`src/rtl/alu_exec_unit_pkg.sv`:
```
// Shared ALU control encoding and execute-unit state types.
// The alu_ctrl codes must stay identical to the decoder's encoding.
package alu_exec_unit_pkg;

  localparam int ALU_CTRL_BITS = 4;

  localparam logic [ALU_CTRL_BITS-1:0] ALU_ADD  = 4'd0;
  localparam logic [ALU_CTRL_BITS-1:0] ALU_SUB  = 4'd1;
  localparam logic [ALU_CTRL_BITS-1:0] ALU_SLL  = 4'd2;
  localparam logic [ALU_CTRL_BITS-1:0] ALU_SLT  = 4'd3;
  localparam logic [ALU_CTRL_BITS-1:0] ALU_SLTU = 4'd4;
  localparam logic [ALU_CTRL_BITS-1:0] ALU_XOR  = 4'd5;
  localparam logic [ALU_CTRL_BITS-1:0] ALU_SRL  = 4'd6;
  localparam logic [ALU_CTRL_BITS-1:0] ALU_SRA  = 4'd7;
  localparam logic [ALU_CTRL_BITS-1:0] ALU_OR   = 4'd8;
  localparam logic [ALU_CTRL_BITS-1:0] ALU_AND  = 4'd9;

  typedef enum logic {ST_IDLE, ST_SHIFT} state_e;

  typedef enum logic [1:0] {SK_LL, SK_RL, SK_RA} shift_kind_e;

  function automatic logic is_shift_op(input logic [ALU_CTRL_BITS-1:0] code);
    return (code == ALU_SLL) || (code == ALU_SRL) || (code == ALU_SRA);
  endfunction

endpackage

```
`src/rtl/alu_exec_unit_if.sv`:
```
// Operand/result handshake bundle between ID-EX register, execute unit and EX-MEM register.
interface alu_exec_unit_if #(
  parameter int XLEN = 32
);
  import alu_exec_unit_pkg::*;

  logic                     in_valid;
  logic                     in_ready;
  logic [ALU_CTRL_BITS-1:0] alu_ctrl;
  logic [XLEN-1:0]          a;
  logic [XLEN-1:0]          b;
  logic                     out_valid;
  logic                     out_ready;
  logic [XLEN-1:0]          result;
  logic                     zero;
  logic                     illegal;

  modport master (
    output in_valid, alu_ctrl, a, b, out_ready,
    input  in_ready, out_valid, result, zero, illegal
  );

  modport slave (
    input  in_valid, alu_ctrl, a, b, out_ready,
    output in_ready, out_valid, result, zero, illegal
  );

endinterface

```
`src/rtl/alu_shift_step.sv`:
```
// Combinational barrel stage: shifts by 0..SHIFT_STEP positions, logical or arithmetic.
module alu_shift_step
  import alu_exec_unit_pkg::*;
#(
  parameter int XLEN       = 32,
  parameter int SHIFT_STEP = 4,
  parameter int AMT_BITS   = $clog2(SHIFT_STEP + 1)
) (
  input  logic [XLEN-1:0]     value,
  input  logic [AMT_BITS-1:0] amt,
  input  shift_kind_e         kind,
  output logic [XLEN-1:0]     shifted
);

  always_comb begin
    shifted = value;
    case (kind)
      SK_LL:   shifted = value << amt;
      SK_RL:   shifted = value >> amt;
      SK_RA:   shifted = XLEN'($signed(value) >>> amt);
      default: shifted = value;
    endcase
  end

endmodule

```
`src/rtl/alu_exec_unit.sv`:
```
// Execute-stage ALU: single-cycle ops inline, shifts iterated SHIFT_STEP bits per cycle,
// registered result with valid/ready output and flush abort.
module alu_exec_unit
  import alu_exec_unit_pkg::*;
#(
  parameter int XLEN       = 32,
  parameter int SHIFT_STEP = 4
) (
  input  logic              clk,
  input  logic              rst,
  input  logic              flush,
  alu_exec_unit_if.slave    bus
);

  localparam int AMT_BITS = $clog2(SHIFT_STEP + 1);

  state_e          state, state_n;
  logic [XLEN-1:0] work, work_n;
  logic [4:0]      rem, rem_n;
  shift_kind_e     kind, kind_n;
  logic [XLEN-1:0] res, res_n;
  logic            zero_flag, zero_flag_n;
  logic            illegal_flag, illegal_flag_n;
  logic            valid, valid_n;

  logic            in_ready;
  logic            accept;
  logic [4:0]      shamt;
  logic [XLEN-1:0] alu_res;
  logic            alu_ill;
  logic [5:0]      step;
  logic [XLEN-1:0] step_out;

  assign shamt    = bus.b[4:0];
  assign in_ready = (state == ST_IDLE) && !flush && (!valid || bus.out_ready);
  assign accept   = bus.in_valid && in_ready;

  // Shift codes only reach this path with shamt==0; nonzero amounts go to the iterative stage.
  always_comb begin
    alu_res = '0;
    alu_ill = 1'b0;
    case (bus.alu_ctrl)
      ALU_ADD:  alu_res = bus.a + bus.b;
      ALU_SUB:  alu_res = bus.a - bus.b;
      ALU_SLT:  alu_res = XLEN'($signed(bus.a) < $signed(bus.b));
      ALU_SLTU: alu_res = XLEN'(bus.a < bus.b);
      ALU_XOR:  alu_res = bus.a ^ bus.b;
      ALU_OR:   alu_res = bus.a | bus.b;
      ALU_AND:  alu_res = bus.a & bus.b;
      ALU_SLL, ALU_SRL, ALU_SRA: alu_res = bus.a;
      default:  alu_ill = 1'b1;
    endcase
  end

  always_comb begin
    if (int'(rem) > SHIFT_STEP) step = 6'(SHIFT_STEP);
    else                        step = {1'b0, rem};
  end

  alu_shift_step #(
    .XLEN       (XLEN),
    .SHIFT_STEP (SHIFT_STEP),
    .AMT_BITS   (AMT_BITS)
  ) u_shift_step (
    .value   (work),
    .amt     (AMT_BITS'(step)),
    .kind    (kind),
    .shifted (step_out)
  );

  always_comb begin
    state_n        = state;
    work_n         = work;
    rem_n          = rem;
    kind_n         = kind;
    res_n          = res;
    zero_flag_n    = zero_flag;
    illegal_flag_n = illegal_flag;
    valid_n        = valid;

    if (valid && bus.out_ready) valid_n = 1'b0;

    case (state)
      ST_IDLE: begin
        if (accept) begin
          if (is_shift_op(bus.alu_ctrl) && (shamt != 5'd0)) begin
            state_n = ST_SHIFT;
            work_n  = bus.a;
            rem_n   = shamt;
            if (bus.alu_ctrl == ALU_SLL)      kind_n = SK_LL;
            else if (bus.alu_ctrl == ALU_SRL) kind_n = SK_RL;
            else                              kind_n = SK_RA;
          end else begin
            res_n          = alu_res;
            zero_flag_n    = (alu_res == '0);
            illegal_flag_n = alu_ill;
            valid_n        = 1'b1;
          end
        end
      end
      ST_SHIFT: begin
        work_n = step_out;
        rem_n  = rem - step[4:0];
        if (step[4:0] == rem) begin
          state_n        = ST_IDLE;
          res_n          = step_out;
          zero_flag_n    = (step_out == '0);
          illegal_flag_n = 1'b0;
          valid_n        = 1'b1;
        end
      end
      default: state_n = ST_IDLE;
    endcase

    if (flush) begin
      state_n = ST_IDLE;
      valid_n = 1'b0;
    end
  end

  always_ff @(posedge clk) begin
    if (rst) begin
      state        <= ST_IDLE;
      work         <= '0;
      rem          <= '0;
      kind         <= SK_LL;
      res          <= '0;
      zero_flag    <= 1'b1;
      illegal_flag <= 1'b0;
      valid        <= 1'b0;
    end else begin
      state        <= state_n;
      work         <= work_n;
      rem          <= rem_n;
      kind         <= kind_n;
      res          <= res_n;
      zero_flag    <= zero_flag_n;
      illegal_flag <= illegal_flag_n;
      valid        <= valid_n;
    end
  end

  assign bus.in_ready  = in_ready;
  assign bus.out_valid = valid;
  assign bus.result    = res;
  assign bus.zero      = zero_flag;
  assign bus.illegal   = illegal_flag;

endmodule
```
`src/flat_wrapper.sv`:
```
// flat-port wrapper written by rule: the top's interface ports become plain ports
module alu_exec_unit_flat import alu_exec_unit_pkg::*;
#(
  parameter int XLEN       = 32,
  parameter int SHIFT_STEP = 4
)
  (clk, rst, flush, bus_in_valid, bus_alu_ctrl, bus_a, bus_b, bus_out_ready, bus_in_ready, bus_out_valid, bus_result, bus_zero, bus_illegal);
  alu_exec_unit_if #(.XLEN(XLEN)) bus_i ();
  input  logic clk;
  input  logic rst;
  input  logic flush;
  input wire logic [$bits(bus_i.in_valid)-1:0] bus_in_valid;
  input wire logic [$bits(bus_i.alu_ctrl)-1:0] bus_alu_ctrl;
  input wire logic [$bits(bus_i.a)-1:0] bus_a;
  input wire logic [$bits(bus_i.b)-1:0] bus_b;
  input wire logic [$bits(bus_i.out_ready)-1:0] bus_out_ready;
  output wire logic [$bits(bus_i.in_ready)-1:0] bus_in_ready;
  output wire logic [$bits(bus_i.out_valid)-1:0] bus_out_valid;
  output wire logic [$bits(bus_i.result)-1:0] bus_result;
  output wire logic [$bits(bus_i.zero)-1:0] bus_zero;
  output wire logic [$bits(bus_i.illegal)-1:0] bus_illegal;
  assign bus_i.in_valid = bus_in_valid;
  assign bus_i.alu_ctrl = bus_alu_ctrl;
  assign bus_i.a = bus_a;
  assign bus_i.b = bus_b;
  assign bus_i.out_ready = bus_out_ready;
  assign bus_in_ready = bus_i.in_ready;
  assign bus_out_valid = bus_i.out_valid;
  assign bus_result = bus_i.result;
  assign bus_zero = bus_i.zero;
  assign bus_illegal = bus_i.illegal;
  alu_exec_unit #(.XLEN(XLEN), .SHIFT_STEP(SHIFT_STEP)) u_core (.clk(clk), .rst(rst), .flush(flush), .bus(bus_i));
endmodule
```
`config.mk`:
```
export PLATFORM = sky130hd
export DESIGN_NAME = alu_exec_unit_flat
export DESIGN_NICKNAME = d
export VERILOG_FILES = /design/src/rtl/alu_exec_unit_pkg.sv /design/src/rtl/alu_exec_unit_if.sv /design/src/rtl/alu_shift_step.sv /design/src/rtl/alu_exec_unit.sv /design/src/flat_wrapper.sv
export SDC_FILE = /design/constraint.sdc
export NUM_CORES = 1
export LEC_CHECK = 0
export CAP_MARGIN = 20
export CORE_ASPECT_RATIO = 0.75
export CORE_UTILIZATION = 52
export CTS_BUF_LIST = sky130_fd_sc_hd__clkbuf_16
export CTS_CLUSTER_SIZE = 25
export DETAILED_ROUTE_END_ITERATION = 6
export PLACE_DENSITY = 0.73
export SKIP_LAST_GASP = 1
export SYNTH_ARGS = -nofsm -noshare
export SYNTH_HDL_FRONTEND = slang
export SYNTH_SLANG_ARGS = --single-unit
```
`constraint.sdc`:
```
create_clock -name clk -period 5.3 [get_ports clk]
set_input_delay 0.53 -clock clk [delete_from_list [all_inputs] [get_ports clk]]
set_output_delay 0.53 -clock clk [all_outputs]
set_load 0.005 [all_outputs]
```
---- After elaboration in Yosys (flattened, before gate mapping) ----
Cells that the tools add are included.
Widths: inputs -> output; s select.
storage, ports and cells
  register bits after elaboration ......... 75
  output and inout bits ................... 36
  logic and storage cells ................. 91
cells by class
  add/sub/neg operators ................... 3
  $lt $le $gt $ge ......................... 3
  equal/unequal tests ..................... 16
  shift-type cells ........................ 3
  muxes and demuxes ....................... 33
  bitwise operators ....................... 4
  reduce and logical (&&, ||, !) cells .... 21
operators with widths
  operator            number
  $pmux 32 s8         1
  $mux 32             5
  $pmux 32 s2         2
  $pmux 32 s3         1
  $logic_not 32->1    2
  $lt 32x32->1        2
  $add 32x32->32      1
  $and 32x32->32      1
  $or 32x32->32       1
  $shl 32x3->32       1
  $shr 32x3->32       1
  $sshr 32x3->32      1
  $sub 32x32->32      1
  $xor 32x32->32      1
  $eq 4x3->1 const B  4
  $mux 5              3
  $mux 1              14
  $pmux 5 s2          1
  $reduce_or 10->1    1
  $eq 4x2->1 const B  2
  $eq 4x4->1 const B  2
  $pmux 1 s2          4
  $ne 2x2->1 const B  3
  $reduce_and 3->1    2
  other kinds (18)    26

---- Longest topological paths before layout ----
Gate-level depths: netlist of run 1.
  depth in word-level cells ............... 7
  mapped depth ............................ 15
  gate-level depth less buffers ........... 15

---- Hierarchy ----
From an unflattened synthesis of run 1, not the netlist that was laid out.
unflattened totals
  cell total of the unflattened synthesis .. 1684
  area, all modules ....................... 11702.5 µm²
modules (own cells, without submodules)
  module          instances  cells an instance  area an instance (µm²)  seq. area each (µm²)
  alu_exec_unit   1          1294               8948.6                  1501.4
  alu_shift_step  1          390                2753.9                  0.0

---- Worst setup path after synthesis of run 1 ----
Ideal clock, no wire load.
  kind .................................... input -> register
  start point ............................. input port bus_b[1]
  end point ............................... register u_core.zero_flag, in the netlist u_core.bus.zero
  setup time .............................. 0.084 ns
  arrival ................................. 3.859 ns
  data required time ...................... 5.216 ns
  path slack .............................. 1.356 ns
  cell stages on the path ................. 13
  path buffers ............................ 0
  cells stage by stage .................... inv_1 > ha_1 > o21ba_2 > or4_4 > a2111oi_4 > or2_4 > o21a_4 > o221ai_2 > or4_1 > or4_1 > nor4_1 > nand4_1 > o31ai_2
on the way
  longest elaborated chain between the ends .. 6
  elaborated cells on any way between the ends .. 16
  classes of those cells .................. add/sub: 2; order compare: 2; eq/ne: 1; mux: 4; bitwise: 3; reduce/logical: 4
RTL lines
  element                                       line                  RTL
  from (decl)                                   flat_wrapper.sv:15    input wire logic [$bits(bus_i.b)-1:0] bus_b;
  $sub 32x32->32, or another cell as far along  alu_exec_unit.sv:44   ALU_SUB: alu_res = bus.a - bus.b;
  $pmux 32 s8                                   alu_exec_unit.sv:42   case (bus.alu_ctrl)
  $logic_not 32->1                              alu_exec_unit.sv:95   zero_flag_n = (alu_res == '0);
  $mux 1                                        alu_exec_unit.sv:86   if (is_shift_op(bus.alu_ctrl) && (shamt != 5'd0)) begin
  $mux 1                                        alu_exec_unit.sv:85   if (accept) begin
  $pmux 1 s2                                    alu_exec_unit.sv:83   case (state)
  to (signal assigned)                          alu_exec_unit.sv:137  zero_flag <= zero_flag_n;
  to (decl)                                     alu_exec_unit.sv:22   logic zero_flag, zero_flag_n;
Parallel ways exist; a longest one is shown, timed or not. The select of a mux whose other input is x is not followed.
A chain may end at the register's enable or synchronous reset.

---- Worst setup path in the final report of run 1 ----
  start point ............................. input port bus_a[15]
  end point ............................... register u_core.zero_flag, in the netlist u_core.bus.zero
on the way
  longest elaborated chain between the ends .. 6
  elaborated cells on any way between the ends .. 12
  classes of those cells .................. add/sub: 2; order compare: 2; mux: 4; bitwise: 3; reduce/logical: 1
RTL lines
  element                                       line                 RTL
  from (decl)                                   flat_wrapper.sv:14   input wire logic [$bits(bus_i.a)-1:0] bus_a;
  $sub 32x32->32, or another cell as far along  alu_exec_unit.sv:44
  $pmux 32 s8 *                                 alu_exec_unit.sv:42
  $logic_not 32->1 *                            alu_exec_unit.sv:95
  $mux 1 *                                      alu_exec_unit.sv:86
  $mux 1 *                                      alu_exec_unit.sv:85
  $pmux 1 s2 *                                  alu_exec_unit.sv:83
Mark *: on every way between the ends. The rest lies on a longest branch, timed or not. The select of a mux whose other input is x is not followed.

==> flow_metrics.env, run 1 <==
export IMPL_cp_arrival_ns=5.20
export IMPL_die_h_um=134
export IMPL_grt_pass1_vias=13400
export IMPL_antenna_found_initial=2
export IMPL_relSlewSlack_pct=35.2
export IMPL_synth_ff_type="dfxtp_1"
export IMPL_viasPerCell=7.11
export IMPL_cp_max_fo=9
export IMPL_reg2reg_from="u_core.rem[2]"
export IMPL_wl_per_cell_um=25.3
export IMPL_yosys_register_bits=75
export IMPL_yosysTopAreaCellShare_pct=12.4
export IMPL_avgSynthCellArea_um2=6.93
export IMPL_ys_types=91
export IMPL_synth_seq_area_share_pct=12.4
export IMPL_synthArstFlopShare_pct=0
export IMPL_synth_commonest_cells="nand2_1, nor2_1, a21oi_1"
export IMPL_maxSlewViolCount=0
export IMPL_grt_first_pass_wirelength_um=79800
export IMPL_nNetsFinal=1962
export IMPL_hold_viol=0
export IMPL_syn_nets=1928
export IMPL_num_fill_cells=2138
export IMPL_core_um2=22500
export IMPL_whs_endpoint="u_core.bus.result[10]"
export IMPL_synth_most_common_cell="nand2_1"
export IMPL_cts_repair_resized=0
export IMPL_die_w_um=178
export IMPL_swShare_pct=39.4
export IMPL_fmax_ghz=0.203
export IMPL_r2r_end="u_core.bus.zero"
export IMPL_leakage_nw=5.54
export IMPL_start_util_pct=53.9
export IMPL_cts_tree="yes"
export IMPL_synth_edf_count=0
export IMPL_grt_ovfl_total=0
export IMPL_min_delay_start="u_core.bus.result[10]"
export IMPL_total_power_mw=2.38
export IMPL_rrSetupSlack_ns=0.83
export IMPL_clock_sinks=75
export IMPL_row_count=47
export IMPL_place_congestion=1.05
export IMPL_grt_use_total_pct=43.5
export IMPL_clk_path_buf_depth=2
export IMPL_cp_required_ns=5.57
export IMPL_skew_ns=0.00986
export IMPL_yosysWarnings=0
export IMPL_switching_power_mw=0.939
export IMPL_cts_reportedPaths_clkPinSlew_ns=0.06
export IMPL_syn_inst=1749
export IMPL_rsz0062_at_grt="no"
export IMPL_port_buffers=108
export IMPL_drt_total_wl_um=52700
export IMPL_post_route_cell_area_um2=13800
export IMPL_post_route_period_util_pct=93.0
export IMPL_dr_pass1_iters=7
export IMPL_yosysTopAreaCell="dfxtp_1"
export IMPL_worst_setup_path_type="input pin to register"
export IMPL_power_internal_mw=1.44
export IMPL_hpwl_um=40300
export IMPL_final_antenna_net_count=0
export IMPL_critPathSlowestCell="clkdlybuf4s50_1"
export IMPL_vias=14800
export IMPL_ff2ff_path_depth=9
export IMPL_netlist_area_um2=12100
export IMPL_design_die_area_um2=23900
export IMPL_start_kind="input pin"
export IMPL_powerDensity_nw_per_um2=173
export IMPL_cts_made_buffers=9
export IMPL_cp_end_kind="register"
export IMPL_detail_route_iter0_violations=2223
export IMPL_hold_path_cell_count=2
export IMPL_h_tree_depth=3
export IMPL_cts_setup_buffers=0
export IMPL_grt_max_degree=77
export IMPL_seq_power_share_pct=26.0
export IMPL_p_clk_share_pct=29.6
export IMPL_tns_ns=0
export IMPL_ios=109
export IMPL_drive_above_1_share_pct=8.90
export IMPL_synth_area_leaders="dfxtp_1, ha_1, a21oi_1"
export IMPL_post_dp_cell_area_um2=13500
export IMPL_vdd_ir_drop_max_mv=0.209
export IMPL_outcome="finished, final reports clean"
export IMPL_drc=0
export IMPL_fin_crit_ns=4.93
export IMPL_worstHoldPathType="register to register"
export IMPL_clock_latency_ns=0.35
export IMPL_worst_slew_pin_slew_ns=0.963
export IMPL_combPwrFrac_pct=44.4
export IMPL_cts_root_buf="clkbuf_16"
export IMPL_syn_to_final_growth_pct=14.0
export IMPL_setup_viol=0
export IMPL_hold_buffers=0
export IMPL_maxCapViolCount=0
export IMPL_max_stage_delay_ns=0.63
export IMPL_cp_cell_sequence="clkdlybuf4s50_1, inv_1, ha_1, a21oi_1, o21ai_0, a221o_1, nor3_1, buf_4, o21ai_0, a22oi_1, a22oi_1, or4_1, nor4_1, nand4_1, o31ai_2"
-- cell type report --
cell class / count / area, um^2 / share of cell area [%]
Tap cell: 294 / 368 / 2.66
Antenna cell: 1 / 2.50 / 0.0181
Clock buffer: 9 / 225 / 1.63
Multi-Input combinational cell: 1415 / 9610 / 69.6
Timing Repair Buffer: 178 / 1600 / 11.6
Clock inverter: 5 / 103 / 0.743
Sequential cell: 75 / 1500 / 10.9
Inverter: 104 / 390 / 2.83
-- flip-flops by register name (all words and copies together), names as in the netlist --
| name | cells |
|---|---|
| u_core.bus.illegal | 1 |
| u_core.bus.out_valid | 1 |
| u_core.bus.result | 32 |
| u_core.bus.zero | 1 |
| u_core.kind | 2 |
| u_core.rem | 5 |
| u_core.state | 1 |
| u_core.work | 32 |
-- critical path, delay by kind of cell --
family	cells	cell delay, ns
buf+inv	3	0.93
fa+ha+maj	1	0.42
simple gates	4	1.41
compound gates	7	1.88
-- layer usage --
layer  global-route usage, %  up-vias  wire (um)
li1                        -     6549          -
met1                    63.0     6958      22300
met2                    60.6     1161      21100
met3                    13.2      134       7620
met4                    13.9        2       1720
met5                       0        -         13
-- logic make-up (layout without fill, tap and decap cells) --
kind of cell	after synthesis	in the layout	synth area share, %
AOI/OAI and AO/OA	626	626	34.8
xor gates and xnor gates	2	2	0.145
adders and majority gates	106	106	11.1
buffers and inverters	259	296	8.68
DFF	75	75	12.4
muxes	75	75	9.23
other	1	2	0.0310
and+or+nand+nor	605	605	23.7
-- layout by cell type, fill, tap and decap left out, types with 42 or more instances in the layout --
master | synthesis | layout
mux2i_1 | 42 | 42
ha_1 | 104 | 104
clkdlybuf4s50_1 | 0 | 107
o21ai_0 | 127 | 127
buf_4 | 1 | 70
nor2_1 | 167 | 163
nand3_1 | 44 | 44
inv_1 | 102 | 102
a21oi_1 | 165 | 165
dfxtp_1 | 75 | 74
nand2_1 | 201 | 201
-- worst max-delay path by stage --
stage	start	to	cells past startpoint
final	bus_a[15]	u_core.bus.zero	15
after global routing	bus_a[0]	u_core.bus.zero	16
after CTS	bus_a[3]	u_core.bus.zero	13
after detailed placement	bus_a[3]	u_core.bus.zero	13
after global placement	bus_a[15]	u_core.bus.zero	15
after floorplan	bus_b[1]	u_core.bus.zero	13
-- power groups by stage --
stage | clock (mW) | combinational, mW | sequential (mW)
2_1_floorplan | 0 | 0.633 | 0.611
3_3_place_gp | 0 | 1.01 | 0.628
3_5_place_dp | 0 | 1.01 | 0.628
4_1_cts | 0.706 | 1.02 | 0.616
5_1_grt | 0.732 | 1.13 | 0.620
6_report | 0.705 | 1.06 | 0.619
-- through the flow --
step           util [%]  setup WS [ns]  std cells  hold slack, ns
6_report           61.5          0.371       2081           0.453
4_1_cts            61.4          0.502       2080           0.453
3_3_place_gp       60.0          0.225       2066           0.439
3_5_place_dp       60.0          0.170       2066           0.447
5_1_grt            61.4          0.163       2080           0.476
2_1_floorplan         -           1.36       1749           0.448
(Power assumes the default switching activity.)
==> run 2: changes to the inputs <==
Settings changed: SYNTH_HIERARCHICAL set to 1.
==> run 2 against run 1 <==
Compared with the run above:
- the run now ends with design-rule violations left
- register-to-register slack got worse by 0.21 ns
- flip-flop and latch count is the same
- die area shrank 3.4%
- synthesized cell count fell by 3.7%
- worst setup slack better by 0.069 ns
- clock-buffer cell count unchanged
- first-iteration DRC count grew 0.36%
- wire length is 6.9% lower
- clock power down 18%
- cell count fell by 2.4%
- critical path depth unchanged
- critical path type unchanged
- largest power group unchanged
==> flow_metrics.env, run 2 <==
export IMPL_outcome="complete, but fails checks"
export IMPL_failed_checks="design-rule violations"
export IMPL_cts_root_buf="clkbuf_16"
export IMPL_hold_buffers=0
export IMPL_maxCapViolCount=0
export IMPL_synth_commonest_cells="nand2_1, a21oi_1, nor2_1"
export IMPL_worst_slew_pin_slew_ns=0.865
export IMPL_fmax_ghz=0.206
export IMPL_syn_to_final_growth_pct=13.6
export IMPL_cp_end_kind="register"
export IMPL_post_dp_cell_area_um2=13000
export IMPL_drive_above_1_share_pct=8.92
export IMPL_setup_viol=0
export IMPL_drc=1
export IMPL_design_die_area_um2=23100
export IMPL_post_route_period_util_pct=91.7
export IMPL_clock_latency_ns=0.35
export IMPL_tns_ns=0
export IMPL_clk_path_buf_depth=2
export IMPL_start_kind="input pin"
export IMPL_netlist_area_um2=11700
export IMPL_cp_max_fo=4
export IMPL_synthArstFlopShare_pct=0
export IMPL_synth_edf_count=0
export IMPL_grt_first_pass_wirelength_um=74400
export IMPL_yosysTopAreaCell="dfxtp_1"
export IMPL_synth_most_common_cell="nand2_1"
export IMPL_skew_ns=0.00889
export IMPL_maxSlewViolCount=0
export IMPL_place_congestion=1.03
export IMPL_clock_sinks=75
export IMPL_worstHoldPathType="register to register"
export IMPL_ys_types=95
export IMPL_ios=109
export IMPL_syn_nets=1863
export IMPL_grt_max_degree=68
export IMPL_synth_ff_type="dfxtp_1"
export IMPL_detail_route_iter0_violations=2231
export IMPL_synth_seq_area_share_pct=12.8
export IMPL_drt_total_wl_um=49100
export IMPL_vias=14000
export IMPL_worst_setup_path_type="input pin to register"
export IMPL_nNetsFinal=1911
export IMPL_vdd_ir_drop_max_mv=0.148
export IMPL_yosysTopAreaCellShare_pct=12.8
export IMPL_die_w_um=175
export IMPL_rsz0062_at_grt="no"
export IMPL_row_count=47
export IMPL_antenna_found_initial=2
export IMPL_port_buffers=108
export IMPL_yosys_register_bits=75
export IMPL_post_route_cell_area_um2=13300
export IMPL_syn_inst=1684
export IMPL_start_util_pct=53.1
export IMPL_fin_crit_ns=4.86
export IMPL_cts_made_buffers=9
export IMPL_grt_ovfl_total=0
export IMPL_final_common_cell="nand2_1"
export IMPL_core_um2=22100
export IMPL_cp_required_ns=5.57
export IMPL_synth_area_leaders="dfxtp_1, ha_1, nand2_1"
export IMPL_leakage_nw=5.21
export IMPL_wl_per_cell_um=24.2
export IMPL_yosysWarnings=6
export IMPL_hpwl_um=37800
export IMPL_cts_setup_buffers=0
export IMPL_powerDensity_nw_per_um2=165
export IMPL_final_antenna_net_count=0
export IMPL_viasPerCell=6.87
export IMPL_relSlewSlack_pct=42.2
export IMPL_cts_tree="yes"
export IMPL_avgSynthCellArea_um2=6.95
export IMPL_cts_reportedPaths_clkPinSlew_ns=0.06
export IMPL_layout_common_cells="nand2_1, a21oi_1, nor2_1"
export IMPL_h_tree_depth=3
export IMPL_hold_viol=0
export IMPL_cts_repair_resized=0
export IMPL_die_h_um=132
export IMPL_grt_pass1_vias=12400
export IMPL_dr_pass1_iters=7
export IMPL_grt_use_total_pct=41.4
export IMPL_cp_arrival_ns=5.13
-- run 2: cell count changes after synthesis, moves of 13 or more --
cell      previous run  this run
clkbuf_1           126        75
buf_4                1        14
nor3_1              30        48
o21ai_0            127       100
nand3_1             44        30
mux4_2              29         9
mux2i_1             42        56
mux2_2               4        39
nor2_1             167       130
nand2_1            201       226
-- run 2: layout make-up --
class	count	area, um^2
clock buffer	9	225
antenna	1	2.50
tap	294	368
timing repair buffer	162	1490
fill	2105	8760
clock inverter	7	43.8
inverter	104	390
sequential	75	1500
multi-input combinational	1380	9260
-- run 2: final timing paths --
kind                                            from              endpoint  slack, ns  cells after the start
worst max-delay path                        bus_a[0]       u_core/bus.zero       0.44                     15
worst min-delay path            u_core/bus.result[0]  u_core/bus.result[0]       0.45                      2
worst max register to register         u_core/rem[2]       u_core/bus.zero       0.62                     15
worst min register to register  u_core/bus.result[0]  u_core/bus.result[0]       0.45                      2
-- run 2: critical path, stage by stage --
cell and delay [ns]:
clkdlybuf4s50_1 0.55, inv_1 0.10, ha_1 0.23, inv_1 0.07
fa_1 0.40, mux2_2 0.28, a222oi_1 0.51, inv_1 0.09
a2111oi_0 0.49, nand4_1 0.24, or4b_1 0.55, or3_1 0.38
nor4_1 0.29, nand4_1 0.18, o31ai_2 0.24
-- run 2: kinds of logic after synthesis --
logic type	synth area share, %
xor+xnor	0.823
fa+ha+maj	11.5
simple gates	22.3
compound gates	33.6
flops	12.8
buf+inv	8.43
other cells	0.0320
mux	10.5
-- run 2: where the power goes --
group          internal, mW  total (mW)  switching (mW)
clock network         0.315       0.580           0.265
logic                 0.379        1.01           0.631
registers             0.584       0.607          0.0234
total                  1.28        2.20           0.919
-- run 2: routing by layer --
layer  global-route usage, %  up-vias  routed length (um)
li1                        -     6300                   -
met1                    61.2     6523               21300
met2                    59.1     1004               19900
met3                    9.28      126                6230
met4                    11.9        2                1660
met5                       0        -                  13
-- run 2: through the flow --
| step | setup slack (ns) | total power [mW] | std cells | hold slack [ns] | utilization (%) |
|---|---|---|---|---|---|
| after CTS | 0.554 | 2.16 | 2031 | 0.452 | 60.3 |
| after global placement | 0.252 | 1.58 | 2015 | 0.439 | 59.0 |
| after floorplan | 1.43 | 1.22 | 1684 | 0.448 | - |
| final | 0.440 | 2.20 | 2032 | 0.449 | 60.3 |
| after global routing | 0.321 | 2.30 | 2031 | 0.467 | 60.3 |
| after detailed placement | 0.213 | 1.58 | 2015 | 0.443 | 59.0 |
